--- src/rtl/neuron_sequencer.sv ---
// Control FSM for one classification pass: clears the neuron calculator, streams word
// addresses to the image/weight memories, aligns the accumulate enable to read latency,
// then requests and latches the 1-bit result.
module neuron_sequencer #(
  parameter int ADDR_WIDTH   = 12,
  parameter int NUM_WORDS    = 4096,
  parameter int READ_LATENCY = 1
) (
  input  logic                  clock,
  input  logic                  reset,
  input  logic                  start,
  output logic [ADDR_WIDTH-1:0] mem_addr,
  output logic                  mem_rd_en,
  output logic                  calc_reset,
  output logic                  calc_enable,
  output logic                  calc_get_result,
  input  logic                  calc_out,
  output logic                  busy,
  output logic                  done,
  output logic                  result
);

  typedef enum logic [2:0] {
    IDLE,
    CLEAR,
    FETCH,
    DRAIN,
    RESULT,
    DONE
  } state_t;

  localparam logic [ADDR_WIDTH-1:0] LAST_ADDR  = ADDR_WIDTH'(NUM_WORDS - 1);
  localparam logic [1:0]            DRAIN_LAST = 2'(READ_LATENCY - 1);

  state_t                  state;
  logic [1:0]              drain_cnt;
  logic [READ_LATENCY-1:0] en_pipe;

  // The enable is the read strobe delayed through the pipe, so the calculator
  // accumulates exactly when the matching memory word arrives.
  assign calc_enable = en_pipe[READ_LATENCY-1];

  // NOTE: all state and outputs update with non-blocking assignments in one clocked
  // block, so every output is a flop and each branch reads pre-edge values.
  always_ff @(posedge clock) begin
    if (reset) begin
      state           <= IDLE;
      drain_cnt       <= '0;
      en_pipe         <= '0;
      mem_addr        <= '0;
      mem_rd_en       <= 1'b0;
      calc_reset      <= 1'b0;
      calc_get_result <= 1'b0;
      busy            <= 1'b0;
      done            <= 1'b0;
      result          <= 1'b0;
    end else begin
      en_pipe         <= (en_pipe << 1) | READ_LATENCY'(mem_rd_en);
      calc_reset      <= 1'b0;
      calc_get_result <= 1'b0;
      done            <= 1'b0;

      case (state)
        IDLE: begin
          if (start) begin
            state      <= CLEAR;
            calc_reset <= 1'b1;
            busy       <= 1'b1;
            mem_addr   <= '0;
          end
        end

        CLEAR: begin
          state     <= FETCH;
          mem_rd_en <= 1'b1;
          mem_addr  <= '0;
        end

        // Terminal test on the current address, never on the incremented value, so a
        // full 2^ADDR_WIDTH image ends at all-ones without wrapping.
        FETCH: begin
          if (mem_addr == LAST_ADDR) begin
            state     <= DRAIN;
            mem_rd_en <= 1'b0;
            drain_cnt <= '0;
          end else begin
            mem_addr <= mem_addr + 1'b1;
          end
        end

        DRAIN: begin
          if (drain_cnt == DRAIN_LAST) begin
            state           <= RESULT;
            calc_get_result <= 1'b1;
          end else begin
            drain_cnt <= drain_cnt + 1'b1;
          end
        end

        RESULT: begin
          state  <= DONE;
          result <= calc_out;
          done   <= 1'b1;
        end

        DONE: begin
          state <= IDLE;
          busy  <= 1'b0;
        end

        default: begin
          state     <= IDLE;
          busy      <= 1'b0;
          mem_rd_en <= 1'b0;
        end
      endcase
    end
  end

endmodule

--- config.mk ---
export PLATFORM = sky130hd
export DESIGN_NAME = neuron_sequencer
export DESIGN_NICKNAME = d
export VERILOG_FILES = /design/src/rtl/neuron_sequencer.sv
export SDC_FILE = /design/constraint.sdc
export NUM_CORES = 1
export LEC_CHECK = 0
export CORE_UTILIZATION = 27
export DETAILED_ROUTE_END_ITERATION = 6
export DONT_BUFFER_PORTS = 1
export GPL_TIMING_DRIVEN = 0
export PLACE_DENSITY_LB_ADDON = 0.15
export SETUP_SLACK_MARGIN = 0.5
export SKIP_CTS_REPAIR_TIMING = 1
export SYNTH_ARGS = -nofsm -noshare
export SYNTH_HDL_FRONTEND = slang
export SYNTH_SLANG_ARGS = --single-unit
--- constraint.sdc ---
create_clock -name clock -period 1.7 [get_ports clock]
set_input_delay 0.085 -clock clock [delete_from_list [all_inputs] [get_ports clock]]
set_output_delay 0.085 -clock clock [all_outputs]
set_load 0.1 [all_outputs]
Yosys cells after proc, flatten, opt, wreduce, memory -nomap -nowiden
Cells that the tools add are included.
{"block": "classes", "reduce_logical": 13, "add_sub_neg": 2, "n_eq_ne": 11, "n_mux": 17, "bitwise_logic": 4}
{"cell": "12-bit one-hot mux with 3 select lines", "n": 1}
{"cell": "12-bit 2-to-1 mux", "n": 2}
{"cell": "3-bit one-hot mux with 5 select lines", "n": 1}
{"cell": "12-bit by 1-bit adder with 12-bit output (second input constant)", "n": 1}
{"cell": "12-bit equality test (second input constant)", "n": 1}
{"cell": "2-bit inequality test (second input constant)", "n": 5}
{"cell": "3-bit 2-to-1 mux", "n": 3}
{"cell": "3-bit AND reduction", "n": 3}
{"cell": "4-bit OR reduction", "n": 2}
{"cell": "3-bit by 2-bit equality test with 1-bit output (second input constant)", "n": 2}
{"cell": "3-bit equality test (second input constant)", "n": 2}
{"cell": "1-bit 2-to-1 mux", "n": 5}
{"cell": "2-bit 2-to-1 mux", "n": 2}
{"cell": "1-bit inverter", "n": 4}
{"cell": "2-bit one-hot mux with 2 select lines", "n": 1}
{"cell": "2-bit AND reduction", "n": 2}
{"cell": "2-bit OR reduction", "n": 2}
{"cell": "3-bit by 1-bit equality test with 1-bit output (second input constant)", "n": 1}
{"cell": "3-bit logical NOT", "n": 1}
{"cell": "1-bit one-hot mux with 3 select lines", "n": 1}
{"cell": "3-bit nonzero test", "n": 1}
{"cell": "2-bit by 1-bit adder with 2-bit output (second input constant)", "n": 1}
{"cell": "2-bit logical NOT", "n": 1}
{"cell": "1-bit one-hot mux with 2 select lines", "n": 1}
{"cell": "2-bit nonzero test", "n": 1}
{"block": "word_totals", "elab_cells": 57, "input_bits": 4, "out_inout_bits": 19, "ff_bits": 24}

Longest topological paths before layout
Gate-level depths: netlist of run 1.
{"block": "depth", "word_depth": 4, "ltp_mapped": 6, "ltp_nobuf": 5}

Least setup slack after synthesis of run 1
Ideal clock, no wire load.
{"block": "synth_path", "kind": "reg2reg", "start": "register mem_addr[1]", "end": "register mem_addr[0]", "path_slack_ps": -619, "synth_period_minus_slack_ps": 2319, "n_path_buf": 1, "setup_ps": 61, "required_time_ps": 1639, "t_arrival_ps": 2258, "path_stages_with_launch": 7, "cell_sequence": "dfxtp_1 ha_1 and2_1 clkbuf_1 a41o_2 and2_1 mux2_2"}
{"block": "synth_via", "elab_chain_len": 3}
{"element": "start, declared", "line": "12", "source": "output logic [ADDR_WIDTH-1:0] mem_addr,"}
{"element": "start signal, assigned", "line": "87", "source": "mem_addr <= mem_addr + 1'b1;"}
{"element": "12-bit equality test", "line": "82", "source": "if (mem_addr == LAST_ADDR) begin"}
{"element": "2-bit inequality test (no source line)"}
{"element": "3-bit AND reduction (no source line)"}
Every way passes these cells.
A chain may end at the register's enable or synchronous reset.

Worst setup path in the final report of run 1
{"block": "layout_path", "start": "register mem_addr[0]", "end": "register mem_addr[0]"}
{"block": "layout_via", "elab_chain_len": 3, "elab_cells_between_ends": 6, "cone_classes": "add/sub (1); eq/ne (2); mux (2); reduce/logical (1)"}
{"element": "12-bit by 1-bit adder with 12-bit output or 12-bit equality test (tied branches)", "line": "87, 82"}
{"element": "12-bit 2-to-1 mux or 2-bit inequality test (tied branches)"}
{"element": "12-bit one-hot mux with 3 select lines or 3-bit AND reduction (tied branches)"}
Parallel ways exist; a longest one is shown, timed or not. The select of a mux whose other input is x is not followed.

==> metrics.md, run 1 <==
| Metric | Value |
|---|---|
| Pwr Density | `slightly above 800 mW/mm^2` |
| Drt via density | `5.41` |
| Fillers | `423` |
| Register area share after synthesis | `40.7%` |
| Maximum vdd drop | `just over 0.0004 V` |
| Final WS setup | `-42.9 ps` |
| Mapped Cells | `between 100 and 150` |
| Worst skew pair latency | `270 ps` |
| GP Congestion | `around 0.8` |
| First-pass GRT wire length | `between 4 and 5 mm` |
| Setup Slack @ Placement | `-119 ps` |
| Int Power | `between 800 and 900 uW` |
| Worst Path Buf+Inv | `1` |
| Layout cells sized above 1 | `between 40 and 50%` |
| I/O pins | `23` |
| Synth Net Count | `~140` |
| DR pass1 iterations | `4` |
| Failing checks | `negative setup slack` |
| Site Rows | `23` |
| Sw Share | `roughly a third` |
| Inserted Clock Buffers | `3` |
| CTS Sinks | `24` |
| Vias | `between 1000 and 1500` |
| Final setup vio count | `4` |
| Asr flop ratio synth | `0%` |
| Post-route cell area | `0.00159 sq mm` |
| Largest cells by area after synthesis | `dfxtp_1 (41%), a21oi_1 (7.2%), nand2_1 (3.2%)` |
| Final net count | `160` |
| Vias in the first global route | `965` |
| Max-Cap Viols | `0` |
| Dominant synthesized flop cell | `dfxtp_1` |
| Placement Cell Area | `~0.0013 sq mm` |
| RSZ-0062 raised after global routing | `yes` |
| Measured slew at the worst slew-check pin | `667 ps` |
| Most used cell, CP | `and2_4` |
| Fmax | `approximately 0.57 GHz` |
| Combinational share of power | `about 17%` |
| Clock skew | `around 6 ps` |
| Clk root buf | `clkbuf_8` |
| Starting Density | `between 20% and 30%` |
| WL final | `3.06 mm` |
| Critical-path top delay cell | `dfxtp_4` |
| Clock Pin Slew Worst Setup and Hold Paths | `90 ps` |
| Sequential share of power | `55.9%` |
| Die Y | `68.1 um` |
| Max-Slew Margin vs Limit | `55.6%` |
| Leak Pwr | `approximately 0.00054 uW` |
| Initial antenna violation count | `0` |
| Synth area leader | `dfxtp_1` |
| Largest net degree at the start of global routing | `14` |
| DPL Wire Length | `roughly 2.1 mm` |
| Part of the cycle the worst path needs | `103%` |
| CP Max Fanout | `7` |
| Synth Cell Area | `approximately 0.0012 sq mm` |
| Ys Warns | `0` |
| Synth Register Bits | `24` |
| CP Data Arrival Time | `between 1500 and 2000 ps` |
| CTS tree | `built` |
| Die extent in x | `between 60 and 70 um` |
| Number of synthesized flops with an enable pin | `0` |
| Multi-input gate area | `between 700 and 800 sq um` |
| Final Non-Filler Cells | `203` |
| Worst setup EP type | `flop` |
| Final Hold Fails | `0` |
| Synthesized area per cell | `roughly 8.6 sq um` |
| Global-route usage over all layers | `a little over an eighth` |
| Max Transition Viols Final | `0` |
| Post-synthesis cell type count | `43` |
| Sequential Area | `~530 sq um` |
| Total gr overflow | `0` |
| CP Launch Type | `flop` |
| Critical Path RT | `between 1500 and 2000 ps` |
| Core Box Area | `0.00409 sq mm` |
| Worst path max stage delay | `about 470 ps` |
| Final Power | `1300 uW` |
| Die area | `0.00464 sq mm` |
| # diodes | `0` |
| Final Critical Period | `roughly 1700 ps` |
| Synthesis-to-finish area growth | `34.6%` |
| Post-Place Cells | `188` |
| Clock power frac | `between 20% and 30%` |
| Sw power | `452 uW` |
| Maximum buffer depth of the clock tree | `2` |
| Setup Crit Path Kind | `flop to flop` |
| Port Buffer Count | `0` |
| Top cell type's share of synthesized area | `40.7%` |
| Detail Route Antenna Nets | `0` |
| Hold Path Class | `input port to flop` |
| First DRT Iteration DRCs | `75` |
| Most common cell in the netlist | `dfxtp_1` |
| Crit path max-delay family | `flip-flops` |
| Status | `finished, violations left` |
| CTS H-tree depth | `1` |
| Routed length per instance | `between 15 and 20 um` |
| Post-synth top cells | `dfxtp_1 (24), a21oi_1 (17), nand2_1 (10), nor2_1 (10), nand3_1 (6)` |
| Cell Chain, Critical Path | `ha_4 -> and2_4 -> buf_8 -> a41o_4 -> and2_4 -> mux2_4` |
| Residual DRC | `0` |
## worst min-delay path, cell delays in order
cell and delay [ps]:
a21oi_1 40, a2bb2oi_1 120, nor2_1 70
## stage by stage
step	hold slack [ps]	utilization (%)	TNS, ps
4_1_cts	-52.0	33.6	-696
3_5_place_dp	236	32.5	-482
2_1_floorplan	219	-	-36.3
3_3_place_gp	232	32.5	-577
5_1_grt	111	38.9	-420
6_report	83.9	38.9	-60.4
## layout make-up
| class | count | share of cell area (%) |
|---|---|---|
| well taps | 50 | 3.93 |
| inverters | 5 | 1.18 |
| plain buffers | 7 | 3.86 |
| repair buffers | 10 | 5.04 |
| flip-flops and latches | 24 | 33.6 |
| multi-input cells | 103 | 49.6 |
| clock buffers | 4 | 2.83 |
## cell families after synthesis
| family | count (synthesis) | share of synthesized area (%) |
|---|---|---|
| fa+ha+maj | 2 | 2.12 |
| flops | 24 | 40.7 |
| buf+inv | 12 | 4.77 |
| simple gates | 56 | 27.2 |
| mux | 3 | 2.65 |
| compound gates | 40 | 21.8 |
| xor+xnor | 1 | 0.742 |
## final timing paths
kind	to	start	slack, ps	cells after the start
worst max-delay path	mem_addr[0]$_SDFFE_PP0P_	mem_addr[0]$_SDFFE_PP0P_	-40	6
worst min-delay path	busy$_SDFFE_PP0P_	start	80	3
worst max register to register	mem_addr[0]$_SDFFE_PP0P_	mem_addr[0]$_SDFFE_PP0P_	-40	6
worst min register to register	drain_cnt[0]$_SDFFE_PP0P_	drain_cnt[0]$_SDFFE_PP0P_	510	2
## registers in the layout (all words and copies together) (netlist names)
| register | count |
|---|---|
| calc_reset | 1 |
| drain_cnt | 2 |
| calc_get_result | 1 |
| done | 1 |
| state | 3 |
| calc_enable | 1 |
| mem_addr | 12 |
| mem_rd_en | 1 |
| result | 1 |
| busy | 1 |
## power by group through the flow
stage | sequential (uW) | clock, uW | combinational [uW]
2_1_floorplan | 734 | 0 | 137
3_3_place_gp | 738 | 0 | 169
3_5_place_dp | 739 | 0 | 172
4_1_cts | 726 | 363 | 173
5_1_grt | 731 | 387 | 244
6_report | 727 | 350 | 223
## routing by layer
metal / GRT usage, % / wire (um) / up-vias
met5: 0 / 0 / -
met4: 5.47 / 48 / 0
met3: 3.00 / 108 / 6
met2: 22.8 / 1490 / 27
met1: 15.9 / 1410 / 520
li1: - / - / 545
## layout by cell type (no fill, tap or decap), types with 2 or more instances in the layout
cell type,n
a21oi_2,6
nand4_1,3
clkbuf_8,3
dlygate4sd3_1,2
nor4_1,2
dfxtp_2,10
a22o_1,2
and2_4,2
or4_1,2
nand2b_1,3
clkbuf_1,2
buf_4,10
inv_1,5
nand3_1,5
nor2_1,9
mux2i_1,2
and4_2,2
a21oi_1,11
nand2_1,10
a31oi_1,4
buf_6,2
dfxtp_4,11
and3_1,2
nor3_1,2
o21ai_0,3
a41o_4,2
dfxtp_1,3
o21a_1,3
Note: power is estimated with default switching activity, not from simulation.
==> inputs of run 2 (changes only) <==
--- a/config.mk
+++ b/config.mk
@@ -6,6 +6,7 @@
 export NUM_CORES = 1
 export LEC_CHECK = 0
 export CORE_UTILIZATION = 27
+export CTS_BUF_LIST = sky130_fd_sc_hd__clkbuf_16
 export DETAILED_ROUTE_END_ITERATION = 6
 export DONT_BUFFER_PORTS = 1
 export GPL_TIMING_DRIVEN = 0
==> run 2 against run 1 <==
Net effect:
- the run still ends with negative setup slack left
- fmax about the same
- clock power grew 45%
- register-to-register slack hardly changed
- die area unchanged
- global-route usage increased by 0.28 points
- clock skew down 2.2 ps
- critical path type unchanged
- largest cell class unchanged
==> metrics.md, run 2 (same netlist as run 1, synthesis figures left out) <==
| Metric | Value |
|---|---|
| Total gr overflow | `0` |
| Die Y | `between 60 and 70 um` |
| Layout cells sized above 1 | `a little over two fifths` |
| Initial antenna violation count | `0` |
| Status | `finished, violations left` |
| Max reg flops | `12` |
| Maximum vdd drop | `roughly 0.00040 V` |
| Reg2reg path depth | `6` |
| HP Start | `start` |
| GP Congestion | `0.779` |
| Most frequent cells in the layout | `a21oi_1 (11), dfxtp_4 (11), buf_4 (10), nand2_1 (10), dfxtp_2 (10)` |
| CTS Sinks | `24` |
| Final setup vio count | `2` |
| Vias | `roughly 1100` |
| CTS tree | `built` |
| Failing checks | `negative setup slack` |
| CP Max Fanout | `7` |
| Worst skew pair latency | `260 ps` |
| Measured slew at the worst slew-check pin | `~670 ps` |
| Registers with the most flip-flops | `mem_addr x12, state x3, drain_cnt x2` |
| I/O pins | `23` |
| Die extent in x | `68.1 um` |
| Maximum buffer depth of the clock tree | `2` |
| RR Startpoint | `mem_addr[0]$_SDFFE_PP0P_` |
| WL final | `just over 3 mm` |
| Residual DRC | `0` |
| Final net count | `160` |
| CP Data Arrival Time | `1890 ps` |
| Worst setup EP type | `flop` |
| RSZ-0062 raised after global routing | `yes` |
| CTS H-tree depth | `1` |
| Clock skew | `roughly 3.8 ps` |
| FF-to-FF setup slack | `-40 ps` |
| Max-Cap Viols | `0` |
| Hold Path Class | `input port to flop` |
| Largest net degree at the start of global routing | `14` |
| Starting Density | `approximately 29%` |
| DPL Wire Length | `between 2 and 2.5 mm` |
| CP Launch Type | `flop` |
| Routed length per instance | `around 15 um` |
| Site Rows | `23` |
| Worst min-delay path endpoint | `busy$_SDFFE_PP0P_` |
| Pwr Density | `roughly 900 mW/mm^2` |
| Final Power | `1460 uW` |
| Global-route usage over all layers | `a little over an eighth` |
| Die area | `0.00464 sq mm` |
| Fmax | `0.574 GHz` |
| Final Hold Fails | `0` |
| Detail Route Antenna Nets | `0` |
| Max-Slew Margin vs Limit | `between 50% and 60%` |
| Vias in the first global route | `around 980` |
| Critical Path RT | `~1900 ps` |
| Max Transition Viols Final | `0` |
| Post-route setup TNS | `-59.2 ps` |
| First DRT Iteration DRCs | `48` |
| Port Buffer Count | `0` |
| Core Box Area | `between 0.004 and 0.005 sq mm` |
| Hold path cells | `3` |
| Drt via density | `5.39` |
| First-pass GRT wire length | `approximately 4.6 mm` |
| Worst R2R End | `mem_addr[0]$_SDFFE_PP0P_` |
| Final Critical Period | `1740 ps` |
| Leak Pwr | `~0.00056 uW` |
| DR pass1 iterations | `4` |
| Setup Crit Path Kind | `flop to flop` |
| Part of the cycle the worst path needs | `102%` |
| Inserted Clock Buffers | `3` |
| Top reg by flops | `mem_addr` |
| Synthesis-to-finish area growth | `38.1%` |
| Final WS setup | `-42.1 ps` |
| Clock Pin Slew Worst Setup and Hold Paths | `about 60 ps` |
| Clk root buf | `clkbuf_16` |
| # diodes | `0` |
-- run 2: area by class of cell --
type	count	area [sq um]
flip-flops and latches	24	534
plain buffers	7	61.3
inverters	5	18.8
repair buffers	10	80.1
clock buffers	3	75.1
fillers	416	2450
multi-input cells	103	796
clock inverters	1	3.75
well taps	50	62.6
-- run 2: worst max path at each step --
stage / start / endpoint / slack (ps) / cells past startpoint
global placement: mem_addr[0]$_SDFFE_PP0P_ / mem_addr[0]$_SDFFE_PP0P_ / -110 / 6
finish: mem_addr[0]$_SDFFE_PP0P_ / mem_addr[0]$_SDFFE_PP0P_ / -40 / 6
global route: mem_addr[0]$_SDFFE_PP0P_ / mem_addr[0]$_SDFFE_PP0P_ / -80 / 6
CTS: mem_addr[0]$_SDFFE_PP0P_ / mem_addr[0]$_SDFFE_PP0P_ / -130 / 6
detailed placement: mem_addr[1]$_SDFFE_PP0P_ / mem_addr[0]$_SDFFE_PP0P_ / -120 / 6
floorplan: mem_addr[1]$_SDFFE_PP0P_ / mem_addr[0]$_SDFFE_PP0P_ / -40 / 6
-- run 2: where the power goes --
group          switching [uW]  leakage [uW]  total, uW  internal, uW
logic                     121      0.000306        227           105
clock network             194     0.0000423        508           314
registers                 150      0.000208        729           579
total                     465      0.000556       1460           998
-- run 2: metrics by stage --
step	hold slack (ps)	instance area (sq um)	instances	worst slack [ps]	util [%]
6_report	95.8	1630	203	-42.1	39.9
3_3_place_gp	232	1330	188	-110	32.5
3_5_place_dp	236	1330	188	-119	32.5
2_1_floorplan	219	1270	138	-36.3	-
4_1_cts	-36.6	1410	192	-129	34.5
5_1_grt	130	1630	203	-75.2	39.9
-- run 2: critical path, cell delays in order (launching register included) --
cell and delay [ps]:
dfxtp_4 460, ha_4 200, and2_4 150, buf_8 120, a41o_4 280, and2_4 160
mux2_4 250
-- run 2: per-layer routing --
layer  track usage [%]  wire, um
met3              3.00       101
met5                 0         0
met1              16.3      1430
met4              5.99        61
met2              23.0      1480
==> inputs of run 3 (changes only) <==
--- a/config.mk
+++ b/config.mk
@@ -6,13 +6,12 @@
 export NUM_CORES = 1
 export LEC_CHECK = 0
 export CORE_UTILIZATION = 27
-export CTS_BUF_LIST = sky130_fd_sc_hd__clkbuf_16
+export CTS_BUF_LIST = sky130_fd_sc_hd__clkbuf_2
 export DETAILED_ROUTE_END_ITERATION = 6
 export DONT_BUFFER_PORTS = 1
 export GPL_TIMING_DRIVEN = 0
 export PLACE_DENSITY_LB_ADDON = 0.15
 export SETUP_SLACK_MARGIN = 0.5
-export SKIP_CTS_REPAIR_TIMING = 1
 export SYNTH_ARGS = -nofsm -noshare
 export SYNTH_HDL_FRONTEND = slang
 export SYNTH_SLANG_ARGS = --single-unit
==> run 3 against run 2 <==
Net effect:
- global-route usage increased by 0.35 points
- hold slack worse by 38 ps
- the run still ends with negative setup slack left
- routed wire length rose by 8.3%
- register-to-register slack is essentially flat
- largest cell class unchanged
- flip-flop and latch count is the same
- total power down 17%
==> metrics.md, run 3 (same netlist as run 1, synthesis figures left out) <==
| Metric | Value |
|---|---|
| Routed length per instance | `roughly 16 um` |
| CP Launch Type | `flop` |
| Global-route usage over all layers | `approximately 14%` |
| Drt via density | `around 5.4` |
| Measured slew at the worst slew-check pin | `approximately 540 ps` |
| Max Transition Viols Final | `0` |
| Final Non-Filler Cells | `between 200 and 250` |
| Top reg by flops | `mem_addr` |
| Hold slack | `around 57 ps` |
| CTS Sinks | `24` |
| CTS tree | `built` |
| Worst path max stage delay | `about 500 ps` |
| CTS H-tree depth | `1` |
| Die Y | `68.1 um` |
| Failing checks | `negative setup slack` |
| Worst Path Buf+Inv | `1` |
| Critical Path RT | `between 1500 and 2000 ps` |
| Starting Density | `around 29%` |
| Post-route setup TNS | `-53.7 ps` |
| GP Congestion | `just under 0.8` |
| CP Data Arrival Time | `2030 ps` |
| RSZ-0062 raised after global routing | `yes` |
| Site Rows | `23` |
| Worst R2R End | `mem_addr[0]$_SDFFE_PP0P_` |
| Most frequent cells in the layout | `dfxtp_4 (14), a21oi_1 (11), buf_4 (9), nor2_1 (9), nand2_1 (9)` |
| Final WS setup | `-48.1 ps` |
| CP Max Fanout | `6` |
| Clk root buf | `clkbuf_2` |
| Max reg flops | `12` |
| # diodes | `0` |
| Clock Pin Slew Worst Setup and Hold Paths | `roughly 230 ps` |
| Crit path max-delay family | `flip-flops` |
| Layout cells sized above 1 | `between 40 and 50%` |
| Most used cell, CP | `and2_4` |
| Die area | `0.00464 sq mm` |
| First DRT Iteration DRCs | `38` |
| CP startpoint | `mem_addr[0]$_SDFFE_PP0P_` |
| Cell Chain, Critical Path | `ha_4 -> and2_4 -> buf_8 -> a41o_4 -> and2_4 -> mux2_4` |
| First-pass GRT wire length | `about 4.7 mm` |
| Final Power | `roughly 1200 uW` |
| Clock skew | `around 4.1 ps` |
| Final net count | `162` |
| DR pass1 iterations | `4` |
| Vias in the first global route | `about 1000` |
| Final setup vio count | `3` |
| Worst setup EP type | `flop` |
| Status | `finished, violations left` |
| Synthesis-to-finish area growth | `34.7%` |
| Detail Route Antenna Nets | `0` |
| Worst path depth | `6` |
| Inserted Clock Buffers | `3` |
| Crit path to | `mem_addr[0]$_SDFFE_PP0P_` |
| Commonest non-fill, non-tap cell in the layout | `dfxtp_4` |
| Setup Crit Path Kind | `flop to flop` |
| Largest net degree at the start of global routing | `14` |
| Residual DRC | `0` |
| Reg2reg path depth | `6` |
| Post-Place Cells | `about 190` |
| Pwr Density | `about 760 mW/mm^2` |
| Total gr overflow | `0` |
| WL final | `3.32 mm` |
| DPL Wire Length | `between 2 and 2.5 mm` |
| Registers with the most flip-flops | `mem_addr x12, state x3, drain_cnt x2` |
| Final Critical Period | `1750 ps` |
| Port Buffer Count | `0` |
| Critical-path top delay cell | `dfxtp_4` |
| Fmax | `around 0.57 GHz` |
| Leak Pwr | `around 0.00054 uW` |
| I/O pins | `23` |
| Part of the cycle the worst path needs | `103%` |
| Maximum vdd drop | `between 0.0003 and 0.0004 V` |
| FF-to-FF setup slack | `-50 ps` |
| Final Hold Fails | `0` |
| Vias | `about 1100` |
| Hold Path Class | `input port to flop` |
| Maximum buffer depth of the clock tree | `2` |
| Initial antenna violation count | `0` |
| Post-Route Utilization | `38.9%` |
| Die extent in x | `between 60 and 70 um` |
| Worst skew pair latency | `360 ps` |
| Max-Cap Viols | `0` |
| RR Startpoint | `mem_addr[0]$_SDFFE_PP0P_` |
| Max-Slew Margin vs Limit | `roughly 64%` |
| Core Box Area | `between 0.004 and 0.005 sq mm` |
## run 3: cell types whose count changed in the layout (fill, tap and decap cells not counted), moves of 2 or more
cell,previous run,this run
and4_2,2,0
clkbuf_16,3,0
clkbuf_2,1,4
dfxtp_4,11,14
dfxtp_2,10,8
dlygate4sd3_1,2,5
## run 3: power breakdown
part	leakage, uW	switching [uW]	total (uW)	internal (uW)
sequential	0.000209	150	727	577
clock	0.0000166	183	245	62.1
combinational	0.000319	127	238	111
## run 3: routing by layer
metal / vias up / track usage [%] / routed length [um]
li1: 550 / - / -
met5: - / 0 / 0
met1: 540 / 16.6 / 1500
met4: 0 / 7.55 / 53
met2: 18 / 23.5 / 1690
met3: 5 / 2.50 / 81
## run 3: worst register-to-register path: stages, from the launching register on
cell and delay (ps):
dfxtp_4 510, ha_4 210, and2_4 150, buf_8 120, a41o_4 280, and2_4 160
mux2_4 250
## run 3: layout make-up
cell class	count	area (sq um)
Buffer	7	57.6
Tap cell	50	62.6
Clock buffer	4	20.0
Fill cell	427	2490
Sequential cell	24	543
Multi-Input combinational cell	102	767
Inverter	5	18.8
Timing Repair Buffer	13	123
## run 3: per-stage QoR
step / setup WS (ps) / area (sq um)
after floorplan: -36.3 / 1270
after global placement: -110 / 1330
after detailed placement: -119 / 1330
after CTS: -75.6 / 1460
after global routing: -82.0 / 1590
final: -48.1 / 1590
## run 3: worst min path at each step
stage                     slack (ps)                   endpoint  start  cells after the start
after global placement           230      calc_reset$_SDFF_PP0_  start                      2
after CTS                          3  drain_cnt[0]$_SDFFE_PP0P_  reset                      2
final                             60   mem_addr[5]$_SDFFE_PP0P_  start                      4
after global routing              40     mem_rd_en$_SDFFE_PP0P_  reset                      3
after floorplan                  220      calc_reset$_SDFF_PP0_  start                      2
after detailed placement         240      calc_reset$_SDFF_PP0_  start                      2
## run 3: repair_timing
item | 4_1_cts | 5_1_grt
pin swaps | 4 | 12
hold endpoints to repair | 4 | 2
gates resized for setup | 15 | 29
setup endpoints to repair | 25 | 24
hold buffers | 3 | 2
setup buffers | 4 | 4
